### config.mk
export PLATFORM = sky130hd
export DESIGN_NAME = conv_job_sequencer_flat
export DESIGN_NICKNAME = d
export VERILOG_FILES = /design/src/rtl/conv_seq_pkg.sv /design/src/rtl/conv_job_sequencer_if.sv /design/src/rtl/conv_req_fifo.sv /design/src/rtl/conv_job_sequencer.sv /design/src/flat_wrapper.sv
export SDC_FILE = /design/constraint.sdc
export NUM_CORES = 1
export LEC_CHECK = 0
export ABC_AREA = 1
export CAP_MARGIN = 20
export CORE_ASPECT_RATIO = 2
export CORE_MARGIN = 2
export CORE_UTILIZATION = 44
export DETAILED_ROUTE_END_ITERATION = 8
export PLACE_DENSITY = 0.75
export SYNTH_ARGS = -nofsm -noshare
export SYNTH_HDL_FRONTEND = slang
export SYNTH_SLANG_ARGS = --single-unit
### constraint.sdc
create_clock -name clk -period 1.7 [get_ports clk]
set_input_delay 0.17 -clock clk [delete_from_list [all_inputs] [get_ports clk]]
set_output_delay 0.17 -clock clk [all_outputs]
set_load 0.1 [all_outputs]
### src/rtl/conv_seq_pkg.sv
// conv_seq_pkg: shared definitions for the conversion job sequencer slice.
//   - seq_state_e : sequencer FSM state encoding (ST_FAULT exists only when
//                   CONV_SEQ_WATCHDOG_EN is defined)
//   - DATA_W_DEF  : default operand/result width
//   - MODE_B2G / MODE_G2B : job mode encodings (binary->Gray, Gray->binary)
package conv_seq_pkg;

    localparam int unsigned DATA_W_DEF = 8;

    localparam logic MODE_B2G = 1'b0;
    localparam logic MODE_G2B = 1'b1;

    typedef enum logic [2:0] {
        ST_IDLE,
        ST_ISSUE,
        ST_WAIT,
        ST_RELEASE
`ifdef CONV_SEQ_WATCHDOG_EN
        , ST_FAULT
`endif
    } seq_state_e;

endpackage

### src/rtl/conv_job_sequencer_if.sv
// conv_job_sequencer_if: request/response handshake bundle of the sequencer.
//   Request : req_valid, req_ready, req_data[DATA_W], req_mode
//   Response: rsp_valid, rsp_ready, rsp_data[DATA_W], rsp_mode, rsp_err
//   modport master : job producer / response consumer
//   modport slave  : the sequencer
interface conv_job_sequencer_if #(
    parameter int unsigned DATA_W = conv_seq_pkg::DATA_W_DEF
);
    logic              req_valid;
    logic              req_ready;
    logic [DATA_W-1:0] req_data;
    logic              req_mode;

    logic              rsp_valid;
    logic              rsp_ready;
    logic [DATA_W-1:0] rsp_data;
    logic              rsp_mode;
    logic              rsp_err;

    modport master (
        output req_valid, req_data, req_mode, rsp_ready,
        input  req_ready, rsp_valid, rsp_data, rsp_mode, rsp_err
    );

    modport slave (
        input  req_valid, req_data, req_mode, rsp_ready,
        output req_ready, rsp_valid, rsp_data, rsp_mode, rsp_err
    );

endinterface

### src/rtl/conv_req_fifo.sv
// conv_req_fifo: DEPTH x WIDTH synchronous request FIFO, async active-high reset.
//   clk, rst        : clock, asynchronous reset
//   push, wr_data   : write strobe and word (ignored when full)
//   pop             : advance head (ignored when empty)
//   rd_data         : current head word (valid when !empty)
//   full, empty     : occupancy flags
// DEPTH must be a power of two so the pointers wrap naturally.
module conv_req_fifo #(
    parameter int unsigned DEPTH = 2,
    parameter int unsigned WIDTH = 9
) (
    input  logic             clk,
    input  logic             rst,
    input  logic             push,
    input  logic [WIDTH-1:0] wr_data,
    input  logic             pop,
    output logic [WIDTH-1:0] rd_data,
    output logic             full,
    output logic             empty
);

    localparam int unsigned AW        = (DEPTH > 1) ? $clog2(DEPTH) : 1;
    localparam logic [AW:0] DEPTH_CNT = (AW + 1)'(DEPTH);

    logic [WIDTH-1:0] mem [DEPTH];
    logic [AW-1:0]    wr_ptr;
    logic [AW-1:0]    rd_ptr;
    logic [AW:0]      count;
    logic             do_push;
    logic             do_pop;

    assign do_push = push && !full;
    assign do_pop  = pop && !empty;

    always_ff @(posedge clk or posedge rst) begin
        if (rst) begin
            wr_ptr <= '0;
            rd_ptr <= '0;
            count  <= '0;
            mem    <= '{default: '0};
        end else begin
            if (do_push) begin
                mem[wr_ptr] <= wr_data;
                wr_ptr      <= wr_ptr + 1'b1;
            end
            if (do_pop) begin
                rd_ptr <= rd_ptr + 1'b1;
            end
            if (do_push && !do_pop) begin
                count <= count + 1'b1;
            end else if (!do_push && do_pop) begin
                count <= count - 1'b1;
            end
        end
    end

    assign rd_data = mem[rd_ptr];
    assign full    = (count == DEPTH_CNT);
    assign empty   = (count == '0);

endmodule

### src/rtl/conv_job_sequencer.sv
// conv_job_sequencer: front-end for the 8-bit binary/Gray conversion controller.
// Buffers jobs in a request FIFO, issues them one at a time to the controller
// (start/convert/dp_data), waits for done, captures result_in into a single
// response slot and returns it on the response handshake.
//   clk, rst   : clock, asynchronous active-high reset
//   bus        : conv_job_sequencer_if.slave (request + response handshakes)
//   start      : start request to the controller (high in ISSUE and WAIT)
//   convert    : mode of the active job
//   dp_data    : operand of the active job, stable until back in IDLE
//   done       : controller done level
//   result_in  : converted word, valid while done = 1
//   busy       : FSM not idle or jobs queued
// Optional build macro CONV_SEQ_WATCHDOG_EN adds a WAIT timeout (TIMEOUT cycles)
// that raises rsp_err and parks the FSM in a sticky FAULT state.
module conv_job_sequencer
    import conv_seq_pkg::*;
#(
    parameter int unsigned DATA_W  = DATA_W_DEF,
    parameter int unsigned DEPTH   = 2
`ifdef CONV_SEQ_WATCHDOG_EN
    , parameter int unsigned TIMEOUT = 32
`endif
) (
    input  logic                clk,
    input  logic                rst,
    conv_job_sequencer_if.slave bus,
    output logic                start,
    output logic                convert,
    output logic [DATA_W-1:0]   dp_data,
    input  logic                done,
    input  logic [DATA_W-1:0]   result_in,
    output logic                busy
);

    seq_state_e      state;
    seq_state_e      state_nxt;
    logic            push;
    logic            pop;
    logic            capture;
    logic            fifo_full;
    logic            fifo_empty;
    logic [DATA_W:0] head;

`ifdef CONV_SEQ_WATCHDOG_EN
    localparam int unsigned CW      = (TIMEOUT > 1) ? $clog2(TIMEOUT) : 1;
    localparam logic [CW-1:0] WD_LAST = CW'(TIMEOUT - 1);
    logic [CW-1:0] wd_cnt;
    logic          fault_set;
`endif

    conv_req_fifo #(
        .DEPTH (DEPTH),
        .WIDTH (DATA_W + 1)
    ) u_fifo (
        .clk     (clk),
        .rst     (rst),
        .push    (push),
        .wr_data ({bus.req_mode, bus.req_data}),
        .pop     (pop),
        .rd_data (head),
        .full    (fifo_full),
        .empty   (fifo_empty)
    );

`ifdef CONV_SEQ_WATCHDOG_EN
    assign bus.req_ready = !fifo_full && (state != ST_FAULT);
`else
    assign bus.req_ready = !fifo_full;
`endif
    assign push  = bus.req_valid && bus.req_ready;
    assign start = (state == ST_ISSUE) || (state == ST_WAIT);
    assign busy  = (state != ST_IDLE) || !fifo_empty;

    always_ff @(posedge clk or posedge rst) begin
        if (rst) begin
            state <= ST_IDLE;
        end else begin
            state <= state_nxt;
        end
    end

    always_comb begin
        state_nxt = state;
        pop       = 1'b0;
        capture   = 1'b0;
`ifdef CONV_SEQ_WATCHDOG_EN
        fault_set = 1'b0;
`endif
        case (state)
            ST_IDLE: begin
                // A held response or a lingering done blocks the next issue.
                if (!fifo_empty && !bus.rsp_valid && !done) begin
                    pop       = 1'b1;
                    state_nxt = ST_ISSUE;
                end
            end
            ST_ISSUE: begin
                state_nxt = ST_WAIT;
            end
            ST_WAIT: begin
                if (done) begin
                    capture   = 1'b1;
                    state_nxt = ST_RELEASE;
                end
`ifdef CONV_SEQ_WATCHDOG_EN
                else if (wd_cnt == WD_LAST) begin
                    fault_set = 1'b1;
                    state_nxt = ST_FAULT;
                end
`endif
            end
            ST_RELEASE: begin
                if (!done) begin
                    state_nxt = ST_IDLE;
                end
            end
`ifdef CONV_SEQ_WATCHDOG_EN
            ST_FAULT: begin
                state_nxt = ST_FAULT;
            end
`endif
            default: begin
                state_nxt = ST_IDLE;
            end
        endcase
    end

    // Job registers load only on pop, so queued pushes never disturb the
    // operand presented to the controller.
    always_ff @(posedge clk or posedge rst) begin
        if (rst) begin
            dp_data       <= '0;
            convert       <= MODE_B2G;
            bus.rsp_valid <= 1'b0;
            bus.rsp_data  <= '0;
            bus.rsp_mode  <= MODE_B2G;
        end else begin
            if (pop) begin
                dp_data <= head[DATA_W-1:0];
                convert <= head[DATA_W];
            end
            if (capture) begin
                bus.rsp_valid <= 1'b1;
                bus.rsp_data  <= result_in;
                bus.rsp_mode  <= convert;
            end
`ifdef CONV_SEQ_WATCHDOG_EN
            else if (fault_set) begin
                bus.rsp_valid <= 1'b1;
                bus.rsp_data  <= '0;
                bus.rsp_mode  <= convert;
            end
`endif
            else if (bus.rsp_valid && bus.rsp_ready) begin
                bus.rsp_valid <= 1'b0;
            end
        end
    end

`ifdef CONV_SEQ_WATCHDOG_EN
    always_ff @(posedge clk or posedge rst) begin
        if (rst) begin
            wd_cnt      <= '0;
            bus.rsp_err <= 1'b0;
        end else begin
            if (state == ST_ISSUE) begin
                wd_cnt <= '0;
            end else if (state == ST_WAIT) begin
                wd_cnt <= wd_cnt + 1'b1;
            end
            if (capture) begin
                bus.rsp_err <= 1'b0;
            end else if (fault_set) begin
                bus.rsp_err <= 1'b1;
            end else if (bus.rsp_valid && bus.rsp_ready) begin
                bus.rsp_err <= 1'b0;
            end
        end
    end
`else
    assign bus.rsp_err = 1'b0;
`endif

endmodule

### src/flat_wrapper.sv
// flat-port wrapper written by rule: the top's interface ports become plain ports
module conv_job_sequencer_flat import conv_seq_pkg::*;
#(
    parameter int unsigned DATA_W  = DATA_W_DEF,
    parameter int unsigned DEPTH   = 2

)
  (clk, rst, start, convert, dp_data, done, result_in, busy, bus_req_valid, bus_req_data, bus_req_mode, bus_rsp_ready, bus_req_ready, bus_rsp_valid, bus_rsp_data, bus_rsp_mode, bus_rsp_err);
  conv_job_sequencer_if #(.DATA_W(DATA_W)) bus_i ();
  input  logic clk;
  input  logic rst;
  output logic start;
  output logic convert;
  output logic [DATA_W-1:0] dp_data;
  input  logic done;
  input  logic [DATA_W-1:0] result_in;
  output logic busy;
  input wire logic [$bits(bus_i.req_valid)-1:0] bus_req_valid;
  input wire logic [$bits(bus_i.req_data)-1:0] bus_req_data;
  input wire logic [$bits(bus_i.req_mode)-1:0] bus_req_mode;
  input wire logic [$bits(bus_i.rsp_ready)-1:0] bus_rsp_ready;
  output wire logic [$bits(bus_i.req_ready)-1:0] bus_req_ready;
  output wire logic [$bits(bus_i.rsp_valid)-1:0] bus_rsp_valid;
  output wire logic [$bits(bus_i.rsp_data)-1:0] bus_rsp_data;
  output wire logic [$bits(bus_i.rsp_mode)-1:0] bus_rsp_mode;
  output wire logic [$bits(bus_i.rsp_err)-1:0] bus_rsp_err;
  assign bus_i.req_valid = bus_req_valid;
  assign bus_i.req_data = bus_req_data;
  assign bus_i.req_mode = bus_req_mode;
  assign bus_i.rsp_ready = bus_rsp_ready;
  assign bus_req_ready = bus_i.req_ready;
  assign bus_rsp_valid = bus_i.rsp_valid;
  assign bus_rsp_data = bus_i.rsp_data;
  assign bus_rsp_mode = bus_i.rsp_mode;
  assign bus_rsp_err = bus_i.rsp_err;
  conv_job_sequencer #(.DATA_W(DATA_W), .DEPTH(DEPTH)) u_core (.clk(clk), .rst(rst), .bus(bus_i), .start(start), .convert(convert), .dp_data(dp_data), .done(done), .result_in(result_in), .busy(busy));
endmodule
Word-level counts from Yosys, hierarchy flattened
Index checks and enable logic that the tools add are counted.
- word-level logic and storage cells: 68
- register bits: 44
- input port bits: 22
- output and inout bits: 23
- order comparisons: 3
- equality and inequality tests: 7
- bitwise operators: 2
- multiplexer cells: 18
- add/sub/neg operators: 4
- reductions and logical operators: 23
- operator list (operator ; count):
    two-way mux 9 bit ; 4
    bitwise mux 18 bit ; 1
    case mux 3 bit (4 select lines) ; 1
    demux 9 bit (select 1 bit) ; 1
    logical AND 1 bit ; 9
    two-way mux 3 bit ; 3
    equality test 3 x 2 -> 1 bit, second input constant ; 2
    zero test 1 bit ; 6
    two-way mux 1 bit ; 6
    greater-or-equal comparator 2 bit, second input constant ; 2
    two-way mux 2 bit ; 2
    != test 2 bit, second input constant ; 2
    inverter 1 -> 2 bit ; 2
    nonzero test 2 bit ; 2
    equality test 3 x 1 -> 1 bit, second input constant ; 1
    zero test 3 bit ; 1
    AND reduction 3 bit ; 1
    nonzero test 3 bit ; 1
    adder 1 bit, second input constant ; 2
    adder 2 x 1 -> 2 bit, second input constant ; 1
    equality test 2 bit, second input constant ; 1
    zero test 2 bit ; 1
    logical OR 1 bit ; 2
    < comparator 2 x 1 -> 1 bit, second input constant ; 1
    2 further kinds ; 2

Longest topological paths before layout
- depth after elaboration: 10
- depth in mapped cells: 9

Cells and area by module
A second synthesis with hierarchy kept.
- cell total of the unflattened synthesis: 247
- area total of the unflattened synthesis: 2060.7 um^2
- modules (own cells, without submodules) (module ; area an instance (um^2) ; times used ; sequential area each (um^2) ; cells an instance):
    conv_req_fifo ; 1117.3 ; 1 ; 550.5 ; 137
    conv_job_sequencer ; 943.4 ; 1 ; 525.5 ; 110

Least setup slack after synthesis
Ideal clock, no wire load.
- path type: register to register
- start: reg u_core.bus.rsp_valid
- end: reg u_core.u_fifo.count[1]
- stages on the path, launching flop included: 7
- setup slack: -0.370 ns
- data arrival time: 1.947 ns
- period minus slack after synthesis: 2.070 ns
- path through: dfrtp_1 nor2_1 nand3_1 buf_2 ha_1 nand3b_1 xor2_1
- longest elaborated chain between the ends: 9
- elaborated cells between the ends (all ways): 11
- classes of those cells: 3 x mux; 8 x reduce/logical
- RTL lines (item ; RTL line ; source):
    start, declared ; conv_job_sequencer_if.sv:27 ; output req_ready, rsp_valid, rsp_data, rsp_mode, rsp_err
    start signal, assigned ; conv_job_sequencer.sv:134 ; bus.rsp_valid <= 1'b0;
    start signal, assigned ; conv_job_sequencer.sv:143 ; bus.rsp_valid <= 1'b1;
    start signal, assigned ; conv_job_sequencer.sv:155 ; bus.rsp_valid <= 1'b0;
    zero test 1 bit * ; conv_job_sequencer.sv:92 ; if (!fifo_empty && !bus.rsp_valid && !done) begin
    logical AND 1 bit * (2 in series) ; conv_job_sequencer.sv:92 ;
    two-way mux 1 bit * ; conv_job_sequencer.sv:92 ;
    two-way mux 1 bit * ; conv_job_sequencer.sv:89 ; case (state)
    logical AND 1 bit * ; conv_req_fifo.sv:33 ; assign do_pop = pop && !empty;
    zero test 1 bit ; conv_req_fifo.sv:49 ; if (do_push && !do_pop) begin
    logical AND 1 bit ; conv_req_fifo.sv:49 ;
    two-way mux 2 bit / nonzero test 2 bit (equally long branches) ; -- ;
    end signal, assigned ; conv_req_fifo.sv:50 ; count <= count + 1'b1;
    end signal, assigned ; conv_req_fifo.sv:52 ; count <= count - 1'b1;
    end, declared ; conv_req_fifo.sv:28 ; logic [AW:0] count;
Mark *: on every way between the ends. The rest lies on a longest branch, timed or not.
A chain may end at the register's enable or synchronous reset.

Final worst setup path
- start: reg u_core.state[0]
- end: out busy
- longest elaborated chain between the ends: 2
- RTL lines (item ; RTL line ; source):
    start, declared ; conv_job_sequencer.sv:35 ; seq_state_e state;
    start signal, assigned ; conv_job_sequencer.sv:78 ; state <= state_nxt;
    nonzero test 3 bit ; conv_job_sequencer.sv:72 ; assign busy = (state != ST_IDLE) || !fifo_empty;
    logical OR 1 bit ; conv_job_sequencer.sv:72 ;
    end, declared ; flat_wrapper.sv:17 ; output logic busy;
No other way between the ends.

==> reports/results.tsv <==
stage	metric	value	unit
worst_setup_path	largest stage delay on the critical path	0.40	ns
worst_setup_path	Startpoint Class	register	
synth	Warnings, synthesis	0	
route	final WL	3761	microns
floorplan	row cnt	33	
route	drt wl/cell	12.33	microns
place	# port buffers	43	
floorplan	Starting Density	46.21	%
cts	root cell of the clock tree	clkbuf_8	
global_route	vias in the first global route	1516	
worst_setup_path	Worst path slowest cell	dfrtp_1	
sta	clk_skew	0.005198	ns
sta	Slew Limit Fails	0	
synth	synth top area cells	dfrtp_1, nand2_1, mux2_2, nand3_1, inv_1	
sta	maximum clock frequency	0.6204	GHz
synth	count of cell types in the netlist	22	
cts	hold buffers post-CTS	0	
place	Detailed Place HPWL	2863	microns
floorplan	chip width	50.57	microns
worst_setup_path	worst-path cell chain	inv_1 -> ha_1 -> buf_4 -> nand3_2 -> buf_12	
layout	synthesis-to-finish area growth	35.93	%
layout	Final Util	62.82	%
synth	register area share after synthesis	56.39	%
sta	setup total negative slack	0	ns
route	drt pass-1 iters	4	
route	via count	1443	
synth	Yosys top cell by area	dfrtp_1	
layout	design area	0.002594	sq mm
place	Final GP Congestion	0.7220	
cts	# clock sinks	43	
cts	post-CTS setup buffers	0	
floorplan	Die H	97.13	microns
layout	ANT cells	0	
synth	Mapped Area	0.001908	sq mm
floorplan	CORE AREA	0.004129	sq mm
sta	Final Hold Vio Count	0	
cts	post_cts resized	0	
worst_setup_path	Critical Path Sink Type	output port	
worst_setup_path	CP max FO	12	
global_route	initial antenna violation count	0	
global_route	All-Layer GR Usage	17.73	%
min_path	Hold Path Class	input pin to async pin	
worst_setup_path	R2R Setup Slk	0.19	ns
cts	Clock Tree Buf Depth	2	
sta	post-route minimum period	1.612	ns
synth	number of synthesized register bits	43	
synth	post-synth top area share	56.39	%
cts	clock-pin slew on the worst setup and hold paths	0.08	ns
cts	H-tree depth	2	
sta	part of the cycle the worst path needs	94.81	%
layout	Non-Filler Instances	305	
floorplan	die area	0.004911	sq mm
cts	worst-skew pair later-pin latency	0.29	ns
outcome	run status	completed	
route	drt drc	0	
synth	Synthesized Nets	229	
run	Max Cap Viol	0	
global_route	grt ovf	0	
global_route	largest net degree at the start of global routing	35	
place	dpl cell area	0.002461	sq mm
cts	CTS tree	yes	
place	Cells after DPL	297	
sta	final setup fails	0	
global_route	first-pass GRT wire length	6644	microns
worst_setup_path	WP data required	1.53	ns
cts	Num CTS Buffers	5	
route	vias per inst	4.731	
route	post-route ant nets	0	
route	initial drt markers	29	
worst_setup_path	Worst Setup Path Type	register to output port	
synth	Syn Inst Count	203	
layout	layout cell share with drive strength beyond 1	21.74	%
floorplan	I/O Pins	45	
sta	RSZ-0062 raised after global routing	no	
synth	Mean Syn Cell Area	9.399	sq um
layout	Nets	278	
worst_setup_path	worst path arrival time	1.44	ns
==> registers in the layout, summed over array words and instances, names as in the netlist <==
name,count
u_core.bus.rsp_data,8
u_core.bus.rsp_mode,1
u_core.bus.rsp_valid,1
u_core.convert,1
u_core.dp_data,8
u_core.state,2
u_core.u_fifo.count,2
u_core.u_fifo.mem,18
u_core.u_fifo.rd_ptr,1
u_core.u_fifo.wr_ptr,1
==> worst max-delay path: cells and delay by family (launching register included) <==
family                     cells  cell delay (ns)
buffers and inverters          3             0.47
and+or+nand+nor                1             0.12
adders and majority gates      1             0.16
DFF                            1             0.40
==> area by class of cell <==
class,instances,area (sq um)
fillers,364,1535
multi-input cells,134,718.2
well taps,52,65.06
flip-flops and latches,43,1077
clock buffers,6,72.57
repair buffers,48,525.5
clock inverters,2,60.06
inverters,20,75.07
==> path summary, 6_finish.rpt <==
check	start	end	cells past startpoint
setup / recovery	u_core.state[0]	busy	5
hold / removal	rst	u_core.dp_data[2]	2
setup reg to reg	u_core.state[0]	u_core.u_fifo.count[1]	6
hold reg to reg	u_core.dp_data[7]	u_core.dp_data[7]	2
max in group asynchronous	rst	u_core.bus.rsp_valid	3
min in group clk	bus_req_data[0]	u_core.u_fifo.mem[9]	3
==> stage by stage <==
stage | hold slack (ns) | setup slack (ns)
after global placement | 0.4643 | 0.07164
final | 0.1643 | 0.08825
after global routing | 0.2186 | 0.003048
after CTS | 0.1676 | 0.07001
after detailed placement | 0.4783 | 0.03905
after floorplan | 0.2742 | -0.09472
==> layer usage <==
layer	routed length, microns	track usage, %	vias up	share of wire, %
li1	-	-	731	-
met2	2127	32.59	34	57
met4	96	9.356	0	2.6
met3	126	2.615	6	3.4
met1	1411	18.40	672	38
met5	0	0	-	0
==> cell usage after synthesis (all sizes together) <==
master and count:
clkinv 2, nand2 78, dfrtp 43, nor2 3, mux2 9, conb 1
a21boi 1, inv 18, o21ai 20, xor2 3, clkbuf 1, xnor2 1
buf 5, nand3b 1, ha 4, nand3 13
==> cell usage in the layout, fill, tap and decap left out, drive strengths merged <==
cell type | synthesis | layout
a21boi | 1 | 1
buf | 5 | 27
bufinv | 0 | 2
clkbuf | 1 | 6
clkdlybuf4s50 | 0 | 21
clkinv | 2 | 2
conb | 1 | 1
dfrtp | 43 | 43
ha | 4 | 4
inv | 18 | 18
mux2 | 9 | 9
nand2 | 78 | 78
nand3 | 13 | 13
nand3b | 1 | 1
nor2 | 3 | 3
o21ai | 20 | 20
xnor2 | 1 | 1
xor2 | 3 | 3
==> kinds of logic (layout without fill, tap and decap cells) <==
family	count (synthesis)	in the layout	synth area share, %
other	1	1	0.1965
AOI/OAI and AO/OA	21	21	7.410
and+or+nand+nor	95	95	20.00
DFF	43	43	56.39
xor gates and xnor gates	4	4	1.836
muxes	9	9	5.312
buffers and inverters	26	76	6.229
adders and majority gates	4	4	2.623
Power is not shown: default switching activity piles up to over one toggle a cycle in this logic, so the estimate is an artifact.
